File: config.mk
export PLATFORM = sky130hd
export DESIGN_NAME = serial_sub_ctrl_flat
export DESIGN_NICKNAME = d
export VERILOG_FILES = /design/src/rtl/serial_sub_ctrl_pkg.sv /design/src/rtl/serial_sub_ctrl_if.sv /design/src/rtl/serial_sub_ctrl_bit_sub_cell.sv /design/src/rtl/serial_sub_ctrl.sv /design/src/flat_wrapper.sv
export SDC_FILE = /design/constraint.sdc
export NUM_CORES = 1
export LEC_CHECK = 0
export ABC_AREA = 1
export BUFFER_PORTS_ARGS = -buffer_cell sky130_fd_sc_hd__buf_2
export CAP_MARGIN = 20
export CORE_MARGIN = 1.5
export CORE_UTILIZATION = 35
export CTS_CLUSTER_SIZE = 12
export DETAILED_ROUTE_END_ITERATION = 10
export GPL_TIMING_DRIVEN = 0
export RECOVER_POWER = 25
export SYNTH_ARGS = -nofsm -noshare
export SYNTH_HDL_FRONTEND = slang
export SYNTH_SLANG_ARGS = --single-unit
File: constraint.sdc
create_clock -name clk -period 2.4 [get_ports clk]
set_input_delay 0.12 -clock clk [delete_from_list [all_inputs] [get_ports clk]]
set_output_delay 0.12 -clock clk [all_outputs]
set_load 0.01 [all_outputs]
File: src/rtl/serial_sub_ctrl_pkg.sv
// Purpose: shared state encoding and width limits for the bit-serial subtractor.
// Latency: n/a (type and constant definitions only).
// Backpressure: n/a.
package serial_sub_pkg;

    // Controller states; the spare code 2'd3 is treated as IDLE by the FSM.
    typedef enum logic [1:0] {
        ST_IDLE = 2'd0,
        ST_RUN  = 2'd1,
        ST_DONE = 2'd2
    } state_t;

    // Legal operand widths.
    localparam int WIDTH_MIN = 1;
    localparam int WIDTH_MAX = 32;

    // Counter width for a given operand width; never narrower than one bit.
    function automatic int cnt_width(input int width);
        return (width > 1) ? $clog2(width) : 1;
    endfunction

endpackage

File: src/rtl/serial_sub_ctrl_if.sv
// Purpose: request/result bundle between a host and the serial subtractor.
// Latency: n/a (wiring only).
// Backpressure: none; start is a level request sampled by the controller.
interface serial_sub_ctrl_if #(
    parameter int WIDTH = 8
);
    logic             start;
    logic [WIDTH-1:0] a;
    logic [WIDTH-1:0] b;
    logic             busy;
    logic             done;
    logic [WIDTH-1:0] diff;
    logic             bout;

    // Host side drives the request and operands.
    modport master (
        output start, a, b,
        input  busy, done, diff, bout
    );

    // Controller side returns status and result.
    modport slave (
        input  start, a, b,
        output busy, done, diff, bout
    );
endinterface

File: src/rtl/serial_sub_ctrl_bit_sub_cell.sv
// Purpose: 1-bit full subtractor (a - b - bin) from two half-subtract stages.
// Latency: combinational.
// Backpressure: n/a.
module bit_sub_cell (
    input  logic a,
    input  logic b,
    input  logic bin,
    output logic d,
    output logic bo
);
    logic d1;
    logic b1;
    logic b2;

    // First half-subtract a - b, second subtracts the incoming borrow.
    always_comb begin
        d1 = a ^ b;
        b1 = ~a & b;
        d  = d1 ^ bin;
        b2 = ~d1 & bin;
        bo = b1 | b2;
    end
endmodule

File: src/rtl/serial_sub_ctrl.sv
// Purpose: bit-serial WIDTH-bit subtract controller, LSB first, one bit per clock.
// Latency: done pulses WIDTH+1 edges after the accepting edge's request cycle.
// Backpressure: start ignored while busy; held start in DONE chains the next op.
module serial_sub_ctrl
    import serial_sub_pkg::*;
#(
    parameter int WIDTH = 8
) (
    input  logic                clk,
    input  logic                rst_n,
    serial_sub_ctrl_if.slave    bus
);
    localparam int CW = cnt_width(WIDTH);
    localparam logic [CW-1:0] LAST = CW'(WIDTH - 1);

    state_t           state;
    logic [WIDTH-1:0] a_sr;
    logic [WIDTH-1:0] b_sr;
    logic [WIDTH-1:0] diff_q;
    logic [CW-1:0]    cnt;
    logic             borrow;
    logic             busy_q;
    logic             done_q;
    logic             bout_q;
    logic             cell_d;
    logic             cell_bo;

    // Single arithmetic cell works on the current LSB of the operand shifters.
    bit_sub_cell u_cell (
        .a   (a_sr[0]),
        .b   (b_sr[0]),
        .bin (borrow),
        .d   (cell_d),
        .bo  (cell_bo)
    );

    // Sequencer: operand capture, per-bit shifting, and registered status.
    always_ff @(posedge clk or negedge rst_n) begin
        if (!rst_n) begin
            state  <= ST_IDLE;
            a_sr   <= '0;
            b_sr   <= '0;
            diff_q <= '0;
            cnt    <= '0;
            borrow <= 1'b0;
            busy_q <= 1'b0;
            done_q <= 1'b0;
            bout_q <= 1'b0;
        end else begin
            case (state)
                ST_IDLE, ST_DONE: begin
                    done_q <= 1'b0;
                    if (bus.start) begin
                        a_sr   <= bus.a;
                        b_sr   <= bus.b;
                        diff_q <= '0;
                        cnt    <= '0;
                        borrow <= 1'b0;
                        busy_q <= 1'b1;
                        state  <= ST_RUN;
                    end else begin
                        state  <= ST_IDLE;
                    end
                end
                ST_RUN: begin
                    // Result bits enter at the MSB so the LSB lands at bit 0 last.
                    diff_q <= (diff_q >> 1) | (WIDTH'(cell_d) << (WIDTH - 1));
                    borrow <= cell_bo;
                    a_sr   <= a_sr >> 1;
                    b_sr   <= b_sr >> 1;
                    cnt    <= cnt + CW'(1);
                    if (cnt == LAST) begin
                        bout_q <= cell_bo;
                        busy_q <= 1'b0;
                        done_q <= 1'b1;
                        state  <= ST_DONE;
                    end
                end
                default: begin
                    busy_q <= 1'b0;
                    done_q <= 1'b0;
                    state  <= ST_IDLE;
                end
            endcase
        end
    end

    // Outputs come straight from registers.
    always_comb begin
        bus.busy = busy_q;
        bus.done = done_q;
        bus.diff = diff_q;
        bus.bout = bout_q;
    end
endmodule

File: src/flat_wrapper.sv
// flat-port wrapper written by rule: the top's interface ports become plain ports
module serial_sub_ctrl_flat import serial_sub_pkg::*;
#(
    parameter int WIDTH = 8
)
  (clk, rst_n, bus_start, bus_a, bus_b, bus_busy, bus_done, bus_diff, bus_bout);
  serial_sub_ctrl_if #(.WIDTH(WIDTH)) bus_i ();
  input  logic clk;
  input  logic rst_n;
  input wire logic [$bits(bus_i.start)-1:0] bus_start;
  input wire logic [$bits(bus_i.a)-1:0] bus_a;
  input wire logic [$bits(bus_i.b)-1:0] bus_b;
  output wire logic [$bits(bus_i.busy)-1:0] bus_busy;
  output wire logic [$bits(bus_i.done)-1:0] bus_done;
  output wire logic [$bits(bus_i.diff)-1:0] bus_diff;
  output wire logic [$bits(bus_i.bout)-1:0] bus_bout;
  assign bus_i.start = bus_start;
  assign bus_i.a = bus_a;
  assign bus_i.b = bus_b;
  assign bus_busy = bus_i.busy;
  assign bus_done = bus_i.done;
  assign bus_diff = bus_i.diff;
  assign bus_bout = bus_i.bout;
  serial_sub_ctrl #(.WIDTH(WIDTH)) u_core (.clk(clk), .rst_n(rst_n), .bus(bus_i));
endmodule
Word level (Yosys, flattened, before mapping). Index checks and enable logic that the tools add are counted.

Bits in registers: 33. Bits of input ports: 19. Output and inout port bits: 11. Logic and storage cells: 47.

$add $sub $neg: 1. Equality and inequality tests: 5. Multiplexer cells: 18. Bitwise logic cells: 8. Reductions and logical operators: 6.

Operators with widths (count): $pmux 8 s2 (3); $mux 8 (3); $or 7x8->8 (1); $mux 1 (6); $pmux 3 s2 (1); $reduce_and 2->1 (3); $pmux 1 s2 (2); $pmux 2 s2 (1); $add 3x1->3 const B (1); $eq 3x3->1 const B (1); $mux 3 (1); $and 1x1->1 (2); $eq 2x1->1 const B (1); $eq 2x2->1 const B (1); $logic_not 2->1 (1); $mux 2 (1); $ne 2x1->1 const B (1); $ne 2x2->1 const B (1); $not 1->1 (2); $reduce_bool 2->1 (1); $reduce_or 2->1 (1); $xor 1x1->1 (2); $or 1x1->1 (1).

Longest topological paths before layout.
Word-level depth: 5. Gate-level depth with buffers: 8.

Hierarchy. Synthesis repeated with hierarchy kept, for this count alone.

Cell total of the unflattened synthesis: 200. Area, all modules: 1567.8 um^2.

By module, submodules not included: serial_sub_ctrl (times used 1, cells each 196, area each 1536.5 um^2, seq. area each 800.8 um^2); bit_sub_cell (times used 1, cells each 4, area each 31.3 um^2, seq. area each 0.0 um^2).

Worst setup path after synthesis. Ideal clock, no wire load.

Path kind: reg2reg. From: reg u_core.cnt[0]. To: reg u_core.bout_q (netlist: u_core.bus.bout). Data arrival time: 0.963 ns. Required time: 2.277 ns. Slack: 1.314 ns. Stages on the path, launching flop included: 7. Buffers on the path: 0. Period minus slack after synthesis: 1.086 ns. Cell sequence: dfrtp_1 > ha_1 > ha_1 > inv_1 > nor2_1 > nand2_1 > nand2_1.

Cells in the longest elaborated chain, start to end: 2.

RTL lines: start, declared (line serial_sub_ctrl.sv:20) `logic [CW-1:0] cnt;`; start signal, assigned (line serial_sub_ctrl.sv:71) `cnt <= cnt + CW'(1);`; $eq 3x3->1 (line serial_sub_ctrl.sv:72) `if (cnt == LAST) begin`; $reduce_and 2->1 (no line); end signal, assigned (line serial_sub_ctrl.sv:73) `bout_q <= cell_bo;`; end, declared (line serial_sub_ctrl.sv:24) `logic bout_q;`.

No other way between the ends. A chain may end at the register's enable or synchronous reset.

Final worst setup path.
From: reg u_core.state[1]. To: reg u_core.a_sr[5].

Cells in the longest elaborated chain, start to end: 4. Elaborated cells between the ends (all ways): 8. Those cells by class: 3 x eq/ne; 1 x mux; 4 x reduce/logical.

RTL lines: start, declared (line serial_sub_ctrl.sv:16) `state_t state;`; start signal, assigned (line serial_sub_ctrl.sv:40) `state <= ST_IDLE;`; start signal, assigned (line serial_sub_ctrl.sv:60) `state <= ST_RUN;`; start signal, assigned (line serial_sub_ctrl.sv:62) `state <= ST_IDLE;`; $eq 2x2->1 or $logic_not 2->1 (tied branches) (line serial_sub_ctrl.sv:50) `case (state)`; $reduce_or 2->1 (line serial_sub_ctrl.sv:50); $ne 2x2->1 (no line) or $reduce_bool 2->1 (tied branches); $reduce_and 2->1 (no line); end signal, assigned (line serial_sub_ctrl.sv:54) `a_sr <= bus.a;`; end signal, assigned (line serial_sub_ctrl.sv:69) `a_sr <= a_sr >> 1;`; end, declared (line serial_sub_ctrl.sv:17) `logic [WIDTH-1:0] a_sr;`.

Several ways; a longest one is shown, not always the timed one.

==> summary.txt <==
Outcome
  • Status: finished clean

Clock network
  • CTS buffer count: 5
  • Worst skew pair latency: approximately 0.28 ns
  • CTS tree: built
  • Clk sinks: 33
  • Worst-case clock buffer depth: 2
  • Reg clk slew, reported paths: 0.07 ns
  • H-tree levels: 2
  • CTS resizes: 0
  • Root buf cell: clkbuf_8

Yosys
  • Synth warnings: 0
  • Synth Area in Simple Gates: about 31%
  • Synth area leaders: dfrtp_1 (51%), nand2_1 (18%), nand3_1 (8.7%)
  • Post-Syn Instances: around 200
  • Compound-Gate Fraction of Synth Area: around 2.2%
  • Syn Nets: 224
  • Flops & latches, synth: 33
  • Top cell type's share of synthesized area: 51.4%
  • Mux cell area share after synthesis: 0%
  • Register area share after synthesis: around 51%
  • Syn Area/Cell: roughly 8 um^2
  • Synth Area in XOR/XNOR: 0%
  • Largest area contributor in the netlist: dfrtp_1
  • Synthesized area: between 0.0015 and 0.002 mm^2
  • Area share of fa/ha/maj cells after synthesis: approximately 2.8%
  • Largest family of logic cells by synthesized area: simple AND/OR/NAND/NOR gates
  • Synth unique cells: 15

Timing
  • Final worst slack: between 1 and 1.5 ns
  • Fin crit period: between 1 and 1.5 ns
  • TNS Setup: 0 ns
  • Final Hold Fails: 0
  • RSZ-0062 raised after global routing: no
  • Final Skew: 0.00438 ns
  • Top achievable clock speed: ~810 MHz
  • Setup-failing EPs final: 0
  • Final count of pins violating max slew: 0
  • Slew @ Worst Pin: between 0.8 and 0.9 ns
  • Tcrit/Tclk final: between 50% and 60%
  • Slew headroom: about 44%

GRT
  • Initial antenna violation count: 0
  • Grt ovf: 0
  • Largest net degree at the start of global routing: 34
  • Vias in the first global route: about 1,200
  • GR Util All Layers: approximately 14%
  • Global-route wire length before repair: 5320 um

Die
  • Row count: 24
  • Die area: about 0.0050 mm^2
  • Die H: roughly 70 um
  • Die width: 70.8 um
  • Initial Util: 36.6%
  • Core Box Area: between 0.004 and 0.005 mm^2
  • # IOs: 30

Layout
  • Fin nets: about 260
  • Commonest non-fill, non-tap cell in the layout: nand2_1
  • Layout cells sized above 1: between 15 and 20%
  • Final Util: a little over two fifths
  • ANT cells: 0
  • Most frequent cells in the layout: nand2_1 (79), inv_1 (33), dfrtp_1 (33), nand3_1 (28), buf_2 (21)
  • Area Growth Syn to Fin: 19.2%

Power and ir drop
  • Power per cell area: approximately 1400 mW/mm^2
  • VDD IR max: a little under 0.0006 V
  • Leak: 1.10 nW

Min path
  • Hold Path End: u_core.a_sr[7]
  • Worst Hold Class: in -> reg
  • Worst hold start: bus_a[7]
  • WHS Path Cells: 3

Critical path
  • Reg2Reg Depth: 7
  • Worst r2r src: u_core.state[1]
  • Endpoint type of the worst setup path: flop
  • CP arrival: ~1.4 ns
  • Reg2reg end: u_core.a_sr[5]
  • CP required: ~2.6 ns
  • Crit-path max FO: 10
  • Critical Path Start Type: flop
  • R2r setup slk: 1.16 ns
  • Crit path kind: reg -> reg

Routing
  • Drt first-iter violations: 62
  • Antenna Nets Post-Route: 0
  • Routed len/inst: 10.9 um
  • Drt first pass iters: 4
  • Drt total wl: 3180 um
  • DRC Markers: 0
  • Via count: approximately 1,300
  • Via-to-Cell Ratio: about 4.4

Placement
  • Worst slack at placement: roughly 1.2 ns
  • Routability cong.: 0.728
  • Hpwl dp: ~2200 um
  • PortBufs: 29

Job
  • Max-cap violations: 0
[Yosys cell counts]
| library cell | number |
|---|---|
| inv_4 | 1 |
| a21oi_1 | 1 |
| dfrtp_1 | 33 |
| nor2_1 | 5 |
| buf_6 | 4 |
| inv_2 | 2 |
| fa_1 | 1 |
| ha_1 | 2 |
| inv_1 | 33 |
| buf_2 | 4 |
| nand2_8 | 1 |
| nand2_1 | 79 |
| o21ai_0 | 6 |
| nand2_4 | 2 |
| nand3_1 | 28 |
[report_power, final]
part / internal (mW) / switching [mW]
logic: 0.462 / 0.733
clock network: 0.259 / 0.200
registers: 0.818 / 0.137
total: 1.54 / 1.07
[cells by family after synthesis]
kind of cell	Yosys count
simple gates	115
buf+inv	44
flops	33
compound gates	7
fa+ha+maj	3
[worst max-delay path by stage]
stage / from / to / cells after the start
2_1_floorplan: u_core.cnt[0] / u_core.bus.bout / 6
3_3_place_gp: u_core.state[1] / u_core.a_sr[5] / 7
3_5_place_dp: u_core.state[0] / u_core.b_sr[3] / 6
4_1_cts: u_core.state[1] / u_core.a_sr[5] / 7
5_1_grt: u_core.cnt[0] / u_core.bus.busy / 5
6_report: u_core.state[1] / u_core.a_sr[5] / 7
[per-layer routing]
metal	routed length (um)	track usage (%)	vias up	share of wire, %
li1	-	-	673	-
met1	1540	16.9	581	49
met2	1390	22.4	34	44
met3	186	3.99	6	5.9
met4	60	6.29	0	1.9
met5	0	0	-	0
[layout make-up]
type	count	area (um^2)
fill	477	2470
sequential	33	826
multi-input combinational	125	578
timing repair buffer	30	141
inverter	36	138
clock buffer	7	96.3
buffer	8	65.1
tap	52	65.1
clock inverter	1	5.00
[worst max-delay path, cell delays in order, from the launching register on]
cell and delay, ns:
dfrtp_1 0.42, inv_2 0.14, nand2_4 0.13, nand2_8 0.12, inv_4 0.06, buf_6 0.14
nand2_1 0.06, nand2_1 0.06
[through the flow]
stage / cell area (um^2) / hold slack, ns / instances / power [mW]
6_report: 1910 / 0.0598 / 292 / 2.61
5_1_grt: 1910 / 0.0768 / 292 / 2.86
4_1_cts: 1930 / 0.0614 / 292 / 2.66
3_5_place_dp: 1820 / 0.237 / 283 / 2.19
3_3_place_gp: 1820 / 0.236 / 283 / 2.17
2_1_floorplan: 1610 / -0.176 / 202 / 1.87
[registers in the layout (all words and copies together), names as in the netlist]
register	count
u_core.state	2
u_core.bus.busy	1
u_core.bus.bout	1
u_core.bus.done	1
u_core.cnt	3
u_core.borrow	1
u_core.bus.diff	8
u_core.a_sr	8
u_core.b_sr	8
[timing repair]
action	4_1_cts	5_1_grt
hold endpoints to repair	33	0
buffers inserted	0	0
hold buffers	1	0
No activity file was read; power rests on OpenSTA's default activity.
